==> src/rtl/score_table_ranked.sv <==
// score_table_ranked
//   Ranked high-score table. Keeps the top DEPTH (user_id, score) pairs sorted
//   by descending score. A game-over edge starts a sequential insert: SCAN
//   looks for the insert position one entry per cycle, and SHIFT moves the
//   lower entries down one per cycle before writing the new pair. In SHOW the
//   buttons page through the table, one entry at a time, to the display.
//
// Ports
//   clk            rising-edge clock
//   rst            synchronous active-high reset
//   buttons[2:0]   [0]=next [1]=prev [2]=exit, level inputs (edges detected here)
//   user_id        player id, captured on the game-over edge
//   score          final score, captured on the game-over edge
//   game_state     game FSM state; GAME_OVER on a rising edge triggers an insert
//   busy           high while SCAN or SHIFT is running
//   entry_count    number of valid entries, 0..DEPTH
//   scoreboard_eof one-cycle pulse on wrap past the last entry or on exit
//   display_data   {id, score} at the cursor while in SHOW, otherwise 0
module score_table_ranked #(
    parameter int         ID_W      = 16,
    parameter int         SCORE_W   = 16,
    parameter int         DEPTH     = 8,
    parameter logic [1:0] GAME_OVER = 2'd2,
    parameter int         IDX_W     = $clog2(DEPTH + 1)
) (
    input  logic                      clk,
    input  logic                      rst,
    input  logic [2:0]                buttons,
    input  logic [ID_W-1:0]           user_id,
    input  logic [SCORE_W-1:0]        score,
    input  logic [1:0]                game_state,
    output logic                      busy,
    output logic [IDX_W-1:0]          entry_count,
    output logic                      scoreboard_eof,
    output logic [ID_W+SCORE_W-1:0]   display_data
);

    localparam int ADDR_W = $clog2(DEPTH);
    localparam logic [IDX_W-1:0] DEPTH_I = IDX_W'(DEPTH);
    localparam logic [IDX_W-1:0] LAST_I  = IDX_W'(DEPTH - 1);
    localparam logic [IDX_W-1:0] ONE_I   = IDX_W'(1);

    localparam logic [1:0] S_IDLE  = 2'd0;
    localparam logic [1:0] S_SCAN  = 2'd1;
    localparam logic [1:0] S_SHIFT = 2'd2;
    localparam logic [1:0] S_SHOW  = 2'd3;

    logic [1:0]               state_q, state_d;
    logic [1:0]               gs_prev_q;
    logic [2:0]               btn_prev_q;
    logic [ID_W-1:0]          pend_id_q, pend_id_d;
    logic [SCORE_W-1:0]       pend_sc_q, pend_sc_d;
    logic [IDX_W-1:0]         idx_q, idx_d;      // scan index in SCAN, move target in SHIFT
    logic [IDX_W-1:0]         pos_q, pos_d;
    logic [IDX_W-1:0]         count_q, count_d;
    logic [IDX_W-1:0]         cursor_q, cursor_d;
    logic [DEPTH-1:0]         valid_q, valid_d;
    logic                     eof_q, eof_d;
    logic [ID_W+SCORE_W-1:0]  disp_q, disp_d;
    logic [ID_W-1:0]          tbl_id_q [DEPTH];
    logic [ID_W-1:0]          tbl_id_d [DEPTH];
    logic [SCORE_W-1:0]       tbl_sc_q [DEPTH];
    logic [SCORE_W-1:0]       tbl_sc_d [DEPTH];

    logic                     trig;
    logic [2:0]               rise;
    logic [SCORE_W-1:0]       sc_at_idx;
    logic                     scan_hit;
    logic [IDX_W-1:0]         idx_m1;
    logic [ADDR_W-1:0]        cur_a;

    always_comb begin
        trig   = (game_state == GAME_OVER) && (gs_prev_q != GAME_OVER);
        rise   = buttons & ~btn_prev_q;
        idx_m1 = idx_q - ONE_I;
        cur_a  = cursor_q[ADDR_W-1:0];

        // idx_q reaches DEPTH only when the table is full; the count match
        // already decides the scan there, so the read value is irrelevant.
        sc_at_idx = '0;
        if (idx_q < DEPTH_I) sc_at_idx = tbl_sc_q[idx_q[ADDR_W-1:0]];
        // Strict '>' keeps the older entry ahead on a tie.
        scan_hit = (idx_q == count_q) || (pend_sc_q > sc_at_idx);

        state_d   = state_q;
        pend_id_d = pend_id_q;
        pend_sc_d = pend_sc_q;
        idx_d     = idx_q;
        pos_d     = pos_q;
        count_d   = count_q;
        cursor_d  = cursor_q;
        valid_d   = valid_q;
        eof_d     = 1'b0;
        tbl_id_d  = tbl_id_q;
        tbl_sc_d  = tbl_sc_q;

        case (state_q)
            S_IDLE: begin
                if (trig) begin
                    pend_id_d = user_id;
                    pend_sc_d = score;
                    idx_d     = '0;
                    state_d   = S_SCAN;
                end
            end
            S_SCAN: begin
                if (scan_hit) begin
                    pos_d = idx_q;
                    if (idx_q == DEPTH_I) begin
                        // Full table and the new score does not beat the last entry.
                        cursor_d = '0;
                        state_d  = S_SHOW;
                    end else begin
                        idx_d   = (count_q < DEPTH_I) ? count_q : LAST_I;
                        state_d = S_SHIFT;
                    end
                end else begin
                    idx_d = idx_q + ONE_I;
                end
            end
            S_SHIFT: begin
                if (idx_q == pos_q) begin
                    tbl_id_d[pos_q[ADDR_W-1:0]] = pend_id_q;
                    tbl_sc_d[pos_q[ADDR_W-1:0]] = pend_sc_q;
                    valid_d[pos_q[ADDR_W-1:0]]  = 1'b1;
                    count_d  = (count_q == DEPTH_I) ? count_q : count_q + ONE_I;
                    cursor_d = pos_q;
                    state_d  = S_SHOW;
                end else begin
                    // When full, the first move overwrites the bottom entry.
                    tbl_id_d[idx_q[ADDR_W-1:0]] = tbl_id_q[idx_m1[ADDR_W-1:0]];
                    tbl_sc_d[idx_q[ADDR_W-1:0]] = tbl_sc_q[idx_m1[ADDR_W-1:0]];
                    valid_d[idx_q[ADDR_W-1:0]]  = 1'b1;
                    idx_d = idx_m1;
                end
            end
            default: begin // S_SHOW
                if (trig) begin
                    pend_id_d = user_id;
                    pend_sc_d = score;
                    idx_d     = '0;
                    state_d   = S_SCAN;
                end else if (rise[2]) begin
                    eof_d   = 1'b1;
                    state_d = S_IDLE;
                end else if (rise[0]) begin
                    if (cursor_q == count_q - ONE_I) begin
                        cursor_d = '0;
                        eof_d    = 1'b1;
                    end else begin
                        cursor_d = cursor_q + ONE_I;
                    end
                end else if (rise[1]) begin
                    if (cursor_q != '0) cursor_d = cursor_q - ONE_I;
                end
            end
        endcase

        disp_d = '0;
        if (state_q == S_SHOW && valid_q[cur_a]) disp_d = {tbl_id_q[cur_a], tbl_sc_q[cur_a]};
    end

    always_ff @(posedge clk) begin
        if (rst) begin
            state_q    <= S_IDLE;
            gs_prev_q  <= '0;
            btn_prev_q <= '0;
            idx_q      <= '0;
            pos_q      <= '0;
            count_q    <= '0;
            cursor_q   <= '0;
            valid_q    <= '0;
            eof_q      <= 1'b0;
            disp_q     <= '0;
        end else begin
            state_q    <= state_d;
            gs_prev_q  <= game_state;
            btn_prev_q <= buttons;
            idx_q      <= idx_d;
            pos_q      <= pos_d;
            count_q    <= count_d;
            cursor_q   <= cursor_d;
            valid_q    <= valid_d;
            eof_q      <= eof_d;
            disp_q     <= disp_d;
        end
    end

    // Table contents and the pending pair are gated by the valid bits and the
    // FSM, so they need no reset.
    always_ff @(posedge clk) begin
        pend_id_q <= pend_id_d;
        pend_sc_q <= pend_sc_d;
        tbl_id_q  <= tbl_id_d;
        tbl_sc_q  <= tbl_sc_d;
    end

    assign busy           = (state_q == S_SCAN) || (state_q == S_SHIFT);
    assign entry_count    = count_q;
    assign scoreboard_eof = eof_q;
    assign display_data   = disp_q;

endmodule

==> config.mk <==
export PLATFORM = sky130hd
export DESIGN_NAME = score_table_ranked
export DESIGN_NICKNAME = d
export VERILOG_FILES = /design/src/rtl/score_table_ranked.sv
export SDC_FILE = /design/constraint.sdc
export NUM_CORES = 1
export LEC_CHECK = 0
export ABC_CLOCK_PERIOD_IN_PS = 10700
export CAP_MARGIN = 40
export CORE_MARGIN = 5
export CORE_UTILIZATION = 45
export CTS_CLUSTER_SIZE = 8
export DETAILED_ROUTE_END_ITERATION = 16
export PLACE_DENSITY = 0.59
export SLEW_MARGIN = 40
export SYNTH_ARGS = -nofsm -noshare
export SYNTH_HDL_FRONTEND = slang
export SYNTH_SLANG_ARGS = --single-unit
==> constraint.sdc <==
create_clock -name clk -period 10.7 [get_ports clk]
set_input_delay 1.605 -clock clk [delete_from_list [all_inputs] [get_ports clk]]
set_output_delay 1.605 -clock clk [all_outputs]
set_load 0.01 [all_outputs]
==> results_dict.tcl, run 1 <==
set metrics [dict create \
    status "complete, no violations" \
    initial_core_util 0.452 \
    portBuffers 76 \
    fin_worst_skew_ns 0.0161 \
    hold_viol 0 \
    numCtsBuffers 50 \
    synthCells 1579 \
    synth_cell_types 55 \
    rows 75 \
    maxCapViolCount 0 \
    clockBufferDepth 3 \
    setup_viol 0 \
    overflow 0 \
    slowest_delay_ns 0.70 \
    cp_cell_sequence "inv_2, nor3_4, buf_4, a22oi_1, a41o_1, ha_1, nand4_1, or4_1, a21o_1, a31oi_4, and2_1, o2111ai_1, a31oi_1" \
    yosysTopAreaCell "edfxtp_1" \
    dieWidth_um 215 \
    post-route-drc-count 0 \
    synth_top_area_share 0.460 \
    postCtsResizedCells 0 \
    h-tree-depth 2 \
    yosys_warnings 0 \
    power.density_mw_per_mm2 149 \
    drt_first_pass_iters 5 \
    layout.nets 1666 \
    synth_edf_count 288 \
    num_io_pins 77 \
    ys_seq_elements 352 \
    die_y_um 215 \
    final_area_mm2 0.0217 \
    dieArea_mm2 0.0460 \
    hold_ws_ns 0.473 \
    antenna_cells 0 \
    irDropWorstVdd_v 0.000131 \
    ant_nets 0 \
    rsz0062_at_grt "no" \
    yosys-top-cells-count "edfxtp_1, nand2_1, o21ai_0, mux4_2, clkbuf_1" \
    yosysMostFrequentCell "edfxtp_1" \
    cts_setup_buffers 0 \
    grt_pass1_vias 14089 \
    core_mm2 0.0417 \
    power_leakage_nw 6.57 \
    layout.cells.non_filler 2176 \
    maxSlewHeadroom 0.452 \
    root_buffer "clkbuf_16" \
    insertion_delay_ns 0.58 \
    period_minus_slack_ns 4.51 \
    placed_cells 2086 \
    worstPathMaxFanout 10 \
    cts_tree "yes" \
    synth_flop_cell "edfxtp_1" \
    syn_area_per_cell_um2 11.9 \
    end_kind "flip-flop" \
    syn-num-nets 1646 \
    placed_area_mm2 0.0202 \
    cts_hold_buf 0 \
    critPathArrivalTime_ns 5.01 \
    critPathSlowestCell "dfxtp_1" \
    vias 14238 \
    drive_above_1_share 0.164 \
    grt_pass1_wl_um 90300 \
    vias_per_cell 6.54 \
    syn2layout_area_growth_pct 15.1 \
    global_route.usage.total 0.256 \
    antenna_found_initial 0 \
    seq_area_frac_synth 0.528 \
    fin_setup_tns_ns 0 \
    finalCritPeriodShare 0.421 \
    netlist_top_cells_area "edfxtp_1, mux4_2, o21ai_0" \
    grt_max_degree 53 \
    async_flop_share 0 \
    synth_area_mm2 0.0188 \
    clk_pin_slew_ns 0.06 \
    required_ns 11.20 \
    max_freq_ghz 0.222 \
    worst_pin_slew_ns 0.823 \
    path_class "reg2reg" \
    critPathLaunchType "flip-flop" \
    gp_congestion 0.821 \
    drtIter0Drc 1834 \
    hpwl_um 32600 \
    maxSlewViolCount 0 \
    worstHoldPathType "reg2reg" \
    routedWlPerCell_um 27.8 \
    cts_sinks 352 \
    drt_wl_total_um 60600 \
]
[through the flow]
stage	utilization	total power, mW	worst slack, ns
global placement	0.482	1.77	6.14
floorplan	-	1.70	6.80
detailed placement	0.485	1.78	6.12
CTS	0.520	3.26	6.09
global route	0.520	3.34	5.98
finish	0.520	3.24	6.19
[path summary, 6_finish.rpt]
check                                               end                    start  slack (ns)  cells past startpoint
worst max-delay path              idx_q[0]$_SDFFE_PP0P_    idx_q[1]$_SDFFE_PP0P_        6.19                     13
worst min-delay path            valid_q[6]$_SDFFE_PP0P_  valid_q[6]$_SDFFE_PP0P_        0.47                      2
worst max register to register    idx_q[0]$_SDFFE_PP0P_    idx_q[1]$_SDFFE_PP0P_        6.19                     13
worst min register to register  valid_q[6]$_SDFFE_PP0P_  valid_q[6]$_SDFFE_PP0P_        0.47                      2
[worst max-delay path, delay by kind of cell (launching register included)]
kind	cells	cell delay, ns
compound gates	6	1.28
fa+ha+maj	1	0.30
buf+inv	2	0.54
flops	1	0.70
simple gates	4	1.60
[logic make-up after synthesis]
logic type,share of synthesized area
simple gates,0.0946
compound gates,0.119
flops,0.528
mux,0.195
buf+inv,0.0340
fa+ha+maj,0.0186
xor+xnor,0.0107
[report_power, final]
part	internal [mW]	switching [mW]	total, mW
Clock	0.895	0.592	1.49
Combinational	0.105	0.121	0.226
Sequential	1.49	0.0351	1.53
[final cells by class]
type	instances	area [µm²]
Clock buffer	88	1390
Inverter	14	52.6
Timing Repair Buffer	117	1130
Tap cell	539	674
Sequential cell	352	9940
Fill cell	3605	20000
Multi-Input combinational cell	1064	8430
Clock inverter	2	46.3
[layer usage]
metal / up-vias / GRT usage / wire, µm
met5: - / 0 / 0
met4: 0 / 0.0801 / 1800
met3: 147 / 0.0697 / 7470
met2: 937 / 0.400 / 27500
met1: 7135 / 0.353 / 23800
li1: 6019 / - / -
[cell usage in the layout (no fill, tap or decap), types with 12 or more instances in the layout]
cell type,count
xnor2_1,12
a41o_1,15
o21ai_0,257
mux2i_1,73
clkbuf_1,38
edfxtp_1,288
buf_4,35
clkbuf_16,50
a22oi_1,66
mux4_2,130
nor2_1,70
nand2_1,273
dfxtp_1,60
ha_1,27
clkdlybuf4s50_1,76
[flip-flops by register name, indices dropped and copies added (netlist names)]
signal          count
gs_prev_q           2
entry_count         4
valid_q             8
cursor_q            4
btn_prev_q          3
pos_q               4
display_data       32
idx_q               4
scoreboard_eof      1
pend_id_q          16
tbl_sc_q          128
pend_sc_q          16
state_q             2
tbl_id_q          128
Power figures use the tool's default switching activity.
==> inputs of run 2 (changes only) <==
- ABC_CLOCK_PERIOD_IN_PS: 10700 -> 4350
- clock period: 10.7 -> 4.35 ns (I/O delays scaled with it)
==> run 2 against run 1 <==
Effect of this change: worst setup slack worse by 5.8 ns; fmax up 13%; die area is the same; via count down 0.29%; cell area rose by 0.84%; core utilization grew 0.44 points; global-route usage increased by 0.49 points; sequential power up 150%; final cell count is 1.1% higher; wire length up 1.2%; flip-flop and latch count did not move; combinational power grew 150%; largest power group unchanged.
==> results_dict.tcl, run 2 (synthesis results as in run 1) <==
set metrics [dict create \
    required_ns 4.85 \
    path_class "reg2reg" \
    dp_slack_ns 0.423 \
    cts_sinks 352 \
    fin_worst_skew_ns 0.0225 \
    reg2reg_depth 13 \
    layout.nets 1687 \
    placed_cells 2106 \
    layout.cells.non_filler 2199 \
    post-route-drc-count 0 \
    drive_above_1_share 0.171 \
    syn2layout_area_growth_pct 16.1 \
    grt_pass1_vias 14152 \
    worstHoldPathType "reg2reg" \
    finalCritPeriodShare 0.915 \
    drt_first_pass_iters 5 \
    dieWidth_um 215 \
    end_kind "flip-flop" \
    num_io_pins 77 \
    mostFrequentLayoutCell "edfxtp_1" \
    critPathLaunchType "flip-flop" \
    fin_setup_tns_ns 0 \
    postCtsResizedCells 0 \
    global_route.usage.total 0.261 \
    clk_pin_slew_ns 0.05 \
    max_freq_ghz 0.251 \
    insertion_delay_ns 0.60 \
    critPathArrivalTime_ns 4.49 \
    dieArea_mm2 0.0460 \
    die_y_um 215 \
    multi_input_comb_area_mm2 0.00837 \
    hold_viol 0 \
    period_minus_slack_ns 3.98 \
    worstPathMaxFanout 18 \
    antenna_cells 0 \
    maxSlewViolCount 0 \
    grt_max_degree 44 \
    root_buffer "clkbuf_16" \
    status "complete, no violations" \
    min_delay_path_depth 2 \
    power.density_mw_per_mm2 365 \
    cts_setup_buffers 0 \
    drtIter0Drc 2131 \
    gp_congestion 0.877 \
    vias_per_cell 6.46 \
    cts_tree "yes" \
    ant_nets 0 \
    hpwl_um 35500 \
    grt_pass1_wl_um 91200 \
    setup_viol 0 \
    maxSlewHeadroom 0.458 \
    initial_core_util 0.452 \
    drt_wl_total_um 61300 \
    seq_area_mm2 0.00994 \
    rsz0062_at_grt "no" \
    rows 75 \
    routedWlPerCell_um 27.9 \
    vias 14197 \
    h-tree-depth 2 \
    numCtsBuffers 50 \
    critPathSlowestCell "or4_1" \
    hold_ws_ns 0.470 \
    setup_ws_ns 0.368 \
    cp_cell_sequence "inv_2, nor3_2, buf_4, a22oi_1, a41o_1, ha_1, nand4_1, or4_1, a21o_1, a31oi_4, and2_1, o2111ai_1, a31oi_1" \
    cts_hold_buf 0 \
    antenna_found_initial 0 \
    fillers 3627 \
    power_leakage_nw 6.62 \
    maxCapViolCount 0 \
    clockBufferDepth 3 \
    core_mm2 0.0417 \
    overflow 0 \
    worst-path-stages 13 \
    cp_top_family "simple AND/OR/NAND/NOR gates" \
    layout_common_cells "edfxtp_1, nand2_1, o21ai_0, mux4_2, clkdlybuf4s50_1" \
    irDropWorstVdd_v 0.000230 \
    portBuffers 76 \
    worst_pin_slew_ns 0.813 \
    worst-path-buf-inv 2 \
    slowest_delay_ns 0.61 \
]
## run 2: changes by cell type in the layout (fill, tap and decap cells not counted), moves of 2 or more
cell,change
and2_2,-6
and2_4,+6
buf_12,+8
buf_4,+17
buf_6,-2
nand2_1,+8
nand2_4,-7
## run 2: worst paths after layout
check | start | to | slack [ns]
setup / recovery | idx_q[2]$_SDFFE_PP0P_ | idx_q[0]$_SDFFE_PP0P_ | 0.37
hold reg to reg | valid_q[3]$_SDFFE_PP0P_ | valid_q[3]$_SDFFE_PP0P_ | 0.47
hold / removal | valid_q[3]$_SDFFE_PP0P_ | valid_q[3]$_SDFFE_PP0P_ | 0.47
setup reg to reg | idx_q[2]$_SDFFE_PP0P_ | idx_q[0]$_SDFFE_PP0P_ | 0.37
## run 2: power by group
group          switching [mW]  internal [mW]
sequential             0.0939           3.67
clock                    1.48           2.19
combinational           0.293          0.261
## run 2: cell type report
type                    count  share of cell area
well taps                 539              0.0309
clock inverters             3             0.00155
repair buffers            138              0.0619
multi-input cells        1064               0.383
flip-flops and latches    352               0.455
inverters                  14             0.00241
clock buffers              89              0.0650
## run 2: through the flow
| step | power (mW) | utilization | instance area, µm² |
|---|---|---|---|
| finish | 7.98 | 0.524 | 21800 |
| detailed placement | 4.38 | 0.489 | 20400 |
| global placement | 4.36 | 0.488 | 20300 |
| floorplan | 4.18 | - | 18800 |
| global route | 8.25 | 0.524 | 21800 |
| CTS | 8.03 | 0.524 | 21800 |
## run 2: tightest hold or removal path: stages (launching register included)
cell,delay (ns)
dfxtp_1,0.32
nor2_1,0.05
nor2_1,0.07
## run 2: per-layer routing
metal | up-vias | track usage | wire length [µm]
met4 | 0 | 0.0827 | 1880
met1 | 7024 | 0.365 | 24200
met3 | 134 | 0.0771 | 7570
met5 | - | 0 | 0
li1 | 6065 | - | -
met2 | 974 | 0.397 | 27700
==> inputs of run 3 (changes only) <==
- PLACE_DENSITY: 0.59 -> default
==> run 3 against run 2 <==
Effect of this change: global-route usage shrank 0.25 points; register-to-register slack better by 0.05 ns; worst hold slack better by 0.00093 ns; clock skew grew 0.0023 ns; cell area rose by 0.17%; final cell count is essentially flat; wire length decreased by 0.80%; critical endpoint unchanged.
==> results_dict.tcl, run 3 (synthesis results as in run 1) <==
set metrics [dict create \
    critPathLaunchType "flip-flop" \
    p_switching_mw 1.87 \
    power_leakage_nw 6.61 \
    slowest_delay_ns 0.60 \
    portBuffers 76 \
    pwr-share-clk 0.460 \
    end_kind "flip-flop" \
    syn2layout_area_growth_pct 16.3 \
    hold_viol 0 \
    critPathArrivalTime_ns 4.45 \
    dieWidth_um 215 \
    clockBufferDepth 3 \
    period_minus_slack_ns 3.93 \
    layout.nets 1687 \
    worstHoldPathType "reg2reg" \
    routedWlPerCell_um 27.6 \
    worst-path-buf-inv 2 \
    power.internal_mw 6.13 \
    layout_common_cells "edfxtp_1, nand2_1, o21ai_0, mux4_2, clkdlybuf4s50_1" \
    drt_wl_total_um 60800 \
    dieArea_mm2 0.0460 \
    maxSlewHeadroom 0.415 \
    drt_first_pass_iters 7 \
    maxSlewViolCount 0 \
    die_y_um 215 \
    ant_nets 0 \
    irDropWorstVdd_v 0.000330 \
    fin_worst_skew_ns 0.0248 \
    grt_max_degree 51 \
    overflow 0 \
    cp_top_family "simple AND/OR/NAND/NOR gates" \
    path_class "reg2reg" \
    post-route-drc-count 0 \
    vias 14245 \
    rsz0062_at_grt "no" \
    drive_above_1_share 0.172 \
    grt_pass1_wl_um 91100 \
    core_mm2 0.0417 \
    h-tree-depth 2 \
    hpwl_um 35200 \
    root_buffer "clkbuf_16" \
    pwr-share-seq 0.470 \
    global_route.usage.total 0.259 \
    worst_pin_slew_ns 0.877 \
    critPathSlowestCell "or4_1" \
    rows 75 \
    cts_tree "yes" \
    maxCapViolCount 0 \
    setup_ws_ns 0.421 \
    antenna_cells 0 \
    mostFrequentLayoutCell "edfxtp_1" \
    hold_ws_ns 0.471 \
    comb_power_share 0.070 \
    initial_core_util 0.452 \
    worstPathMaxFanout 18 \
    vias_per_cell 6.48 \
    max_freq_ghz 0.255 \
    cts_sinks 352 \
    gp_congestion 0.900 \
    fin_util 0.525 \
    fin_setup_tns_ns 0 \
    cp_cell_sequence "inv_2, nor3_2, buf_12, a22oi_1, a41o_1, ha_1, nand4_1, or4_1, a21o_1, a31oi_4, and2_1, o2111ai_1, a31oi_1" \
    finalCritPeriodShare 0.903 \
    setup_viol 0 \
    grt_pass1_vias 14252 \
    cts_hold_buf 0 \
    antenna_found_initial 0 \
    clk_pin_slew_ns 0.06 \
    numCtsBuffers 50 \
    status "complete, no violations" \
    sw_frac_of_total 0.233 \
    insertion_delay_ns 0.60 \
    required_ns 4.87 \
    drtIter0Drc 1902 \
    num_io_pins 77 \
    dp_slack_ns 0.300 \
    finalPower_mw 8.00 \
    power.density_mw_per_mm2 365 \
]
==> run 3: cell count changes in the layout (fill, tap and decap cells not counted), moves of 2 or more <==
cell | previous run | this run
buf_4 | 52 | 50
and2_4 | 6 | 4
and2_2 | 2 | 4
nor2_4 | 3 | 7
nor2_2 | 4 | 0
==> run 3: what timing repair did <==
item | 4_1_cts | 5_1_grt
gates resized for setup | 0 | 1
setup endpoints to repair | 0 | 1
setup buffers | 0 | 0
==> run 3: per-layer routing <==
metal	GRT usage	vias to the layer above	part of all wire
met1	0.353	7090	0.39
met2	0.409	942	0.46
met3	0.0630	143	0.11
li1	-	6070	-
met4	0.0902	0	0.032
met5	0	-	0
==> run 3: area by class of cell <==
cell class | instances | area, µm²
Sequential cell | 352 | 9940
Fill cell | 3604 | 19800
Clock inverter | 2 | 13.8
Clock buffer | 91 | 1440
Tap cell | 539 | 674
Inverter | 14 | 52.6
Timing Repair Buffer | 138 | 1370
Multi-Input combinational cell | 1064 | 8390
==> run 3: path summary, 6_finish.rpt <==
kind,from,endpoint,slack [ns],cells after the start
worst max-delay path,idx_q[2]$_SDFFE_PP0P_,idx_q[0]$_SDFFE_PP0P_,0.42,13
worst min-delay path,valid_q[7]$_SDFFE_PP0P_,valid_q[7]$_SDFFE_PP0P_,0.47,2
worst max register to register,idx_q[2]$_SDFFE_PP0P_,idx_q[0]$_SDFFE_PP0P_,0.42,13
worst min register to register,valid_q[7]$_SDFFE_PP0P_,valid_q[7]$_SDFFE_PP0P_,0.47,2
==> run 3: metrics by stage <==
stage               std cells  instance area, µm²
finish                   2200               21900
global route             2200               21900
CTS                      2198               21800
detailed placement       2105               20400
global placement         2105               20400
floorplan                1579               18800
==> run 3: power groups by stage <==
stage	sequential [mW]	combinational, mW	clock [mW]
floorplan	3.75	0.430	0
global placement	3.82	0.543	0
detailed placement	3.82	0.549	0
CTS	3.76	0.551	3.73
global route	3.76	0.602	3.88
finish	3.76	0.556	3.68
==> run 3: worst reg2reg max path, delay by kind of cell (launching register included) <==
| kind | cells | cell delay [ns] |
|---|---|---|
| adders and majority gates | 1 | 0.29 |
| DFF | 1 | 0.50 |
| buffers and inverters | 2 | 0.35 |
| AOI/OAI and AO/OA | 6 | 1.31 |
| and+or+nand+nor | 4 | 1.40 |
==> edit (settings of run 3) <==
Set the parameter `DEPTH` to 16 (it was 8).
--- a/src/rtl/score_table_ranked.sv
+++ b/src/rtl/score_table_ranked.sv
@@ -21,3 +21,3 @@
     parameter int         SCORE_W   = 16,
-    parameter int         DEPTH     = 8,
+    parameter int         DEPTH     = 16,
     parameter logic [1:0] GAME_OVER = 2'd2,
Interface: changed (resized entry_count); port bits go from 77 to 78. No check against the original RTL was run, so the function may have changed too.
==> edit against run 3 <==
- setup slack lost 0.26 ns
- sequential cell count is 268 higher
- core utilization down 1.2 points
- count of clock-buffer cells in the layout is 59 higher
- wire length is 120% higher
- total power up 84%
- final area grew 85%
- clock power rose by 76%
- clock skew is 0.0020 ns lower
- synthesized area is 91% higher
- largest cell class unchanged
- highest routed layer unchanged
==> edit: results (changes against run 3) <==
Outcome
  – Status: finished, final reports clean (unchanged)

GRT
  – Gr usage total: 0.303 (was 0.259)
  – Global-route wire length before repair: 187,000 um (was 91,100 um)
  – Vias in the first global route: 25,007 (was 14,252)
  – Initial antenna violation count: 1 (was 0)
  – Largest net degree at the start of global routing: 93 (was 51)

CTS
  – Clock Path Buffers: 3 (unchanged)
  – Root buffer cell: clkbuf_16 (unchanged)
  – Latest clock arrival within the worst-skew pair: 0.66 ns (was 0.60 ns)
  – # H-tree levels: 3 (was 2)
  – CTS Buf Count: 87 (was 50)
  – Worst-path clk slew: 0.06 ns (about the same)

Worst hold path
  – Hold Path Cell Cnt: 2 (unchanged)
  – Hold path start: valid_q[15] (was valid_q[7])
  – Hold Crit Class: reg -> reg (unchanged)
  – Hold Crit Endpoint: valid_q[15] (was valid_q[7])

Timing
  – Slew headroom: 0.390 (was 0.415)
  – Clock Skew: 0.0228 ns (was 0.0248 ns)

Critical path
  – Slowest cell on the critical path: mux4_2 (was or4_1)
  – Reg-to-reg startpoint: idx_q[0] (was idx_q[2])
  – Flop-to-flop setup slack: 0.16 ns (was 0.42 ns)
  – Largest stage delay, worst path: 0.52 ns (was 0.60 ns)
  – CP max FO: 10 (was 18)
  – Worst EP arrival: 4.75 ns (was 4.45 ns)
  – Worst reg2reg path endpoint: idx_q[4] (was idx_q[0])
  – Worst Reg-to-Reg Cells: 13 (unchanged)

Route
  – Vias/cell: 7.63 (was 6.48)
  – Drt initial violations: 3,658 (was 1,902)
  – Wirelength per Cell: 40.2 um (was 27.6 um)
  – Drt first pass iters: 5 (was 7)

Logic synthesis
  – Register area share after synthesis: 0.498 (was 0.528)
  – Commonest cells in the synthesized netlist: 544 x edfxtp_1, 467 x a22o_1, 363 x mux4_2 (was 288 x edfxtp_1, 281 x nand2_1, 257 x o21ai_0)
  – Warnings, synthesis: 0 (unchanged)
  – Number of enable-type register cells in the synthesized netlist: 544 (was 288)
  – Netlist cell types: 73 (was 55)
  – Syn nets: 2,293 (was 1,646)
  – Post-synth ARST share: 0 (unchanged)
  – Dominant synthesized flop cell: edfxtp_1 (unchanged)
  – Synth area leaders: edfxtp_1 46%, mux4_2 23%, a22o_1 11% (was edfxtp_1 46%, mux4_2 16%, o21ai_0 6.8%)

Placement
  – Buffers on Ports: 77 (was 76)
  – Setup WS pre-CTS: 0.0722 ns (was 0.300 ns)
  – Placer Congestion: 0.877 (was 0.900)
  – DP HPWL: 68,100 um (was 35,200 um)

Pwr
  – Lkg Pwr: 0.0111 uW (was 0.00661 uW)
  – Max VDD drop: 316 uV (was 330 uV)
  – Switching Share: 0.253 (was 0.233)

Layout
  – Nets: 2,261 (was 1,687)
  – Share of cells above drive strength 1: 0.312 (was 0.172)
## edit: cell types whose count changed after synthesis, moves of 45 or more
cell and delta:
nand2_1 -240, mux4_2 +233, buf_2 +68, o21ai_0 -247
mux2i_1 -65, a22oi_1 -63, edfxtp_1 +256, a22o_2 +45
a22o_1 +467
## edit: logic make-up after synthesis
logic type / synth area share
compound gates: 0.148
xor+xnor: 0.00656
fa+ha+maj: 0.0105
buf+inv: 0.0448
flops: 0.498
mux: 0.261
simple gates: 0.0309
## edit: worst max-delay path by stage
stage,from,end,slack (ns),depth (start not counted)
finish,idx_q[0],idx_q[4],0.16,13
global route,idx_q[0],pos_q[4],0.02,14
CTS,idx_q[0],idx_q[0],0.04,14
floorplan,idx_q[0],state_q[0],0.17,15
global placement,idx_q[0],idx_q[0],0.09,14
detailed placement,idx_q[0],idx_q[0],0.07,14
## edit: critical path: cells and delay by family, from the launching register on
kind,cells,cell delay [ns]
buf+inv,2,0.38
simple gates,4,0.64
mux,2,1.02
compound gates,4,1.31
flops,1,0.47
fa+ha+maj,1,0.26
## edit: stage by stage
step / power (uW) / hold slack (ns) / area, um^2 / cells
2_1_floorplan: 7770 / 0.435 / 35900 / 2224
3_3_place_gp: 8240 / 0.447 / 37900 / 3148
3_5_place_dp: 8270 / 0.458 / 37900 / 3150
4_1_cts: 14700 / 0.470 / 40500 / 3307
5_1_grt: 15100 / 0.490 / 40500 / 3310
6_report: 14700 / 0.469 / 40500 / 3312
## edit: final cells by class
cell class / count / area [um^2]
Antenna cell: 2 / 5.00
Clock buffer: 150 / 2410
Clock inverter: 7 / 141
Fill cell: 6338 / 38500
Inverter: 16 / 60.1
Multi-Input combinational cell: 1277 / 16700
Sequential cell: 620 / 17900
Tap cell: 1050 / 1310
Timing Repair Buffer: 190 / 2030
## edit: power by group through the flow
stage	registers, uW	clock network, uW	logic (uW)
4_1_cts	6650	6530	1510
2_1_floorplan	6620	0	1150
6_report	6660	6490	1530
3_5_place_dp	6770	0	1500
3_3_place_gp	6770	0	1470
5_1_grt	6670	6810	1600
## edit: timing repair
action,CTS,global route
gates resized for setup,0,5
buffers inserted,0,2
setup endpoints to repair,0,7
## edit: layer usage
metal  wire [um]  GRT usage  vias up  share of wire
li1            -          -     9488              -
met1       47200      0.399    13083           0.35
met2       59700      0.462     2289           0.45
met3       18900     0.0971      419           0.14
met4        7320      0.143        0          0.055
met5           0          0        -              0
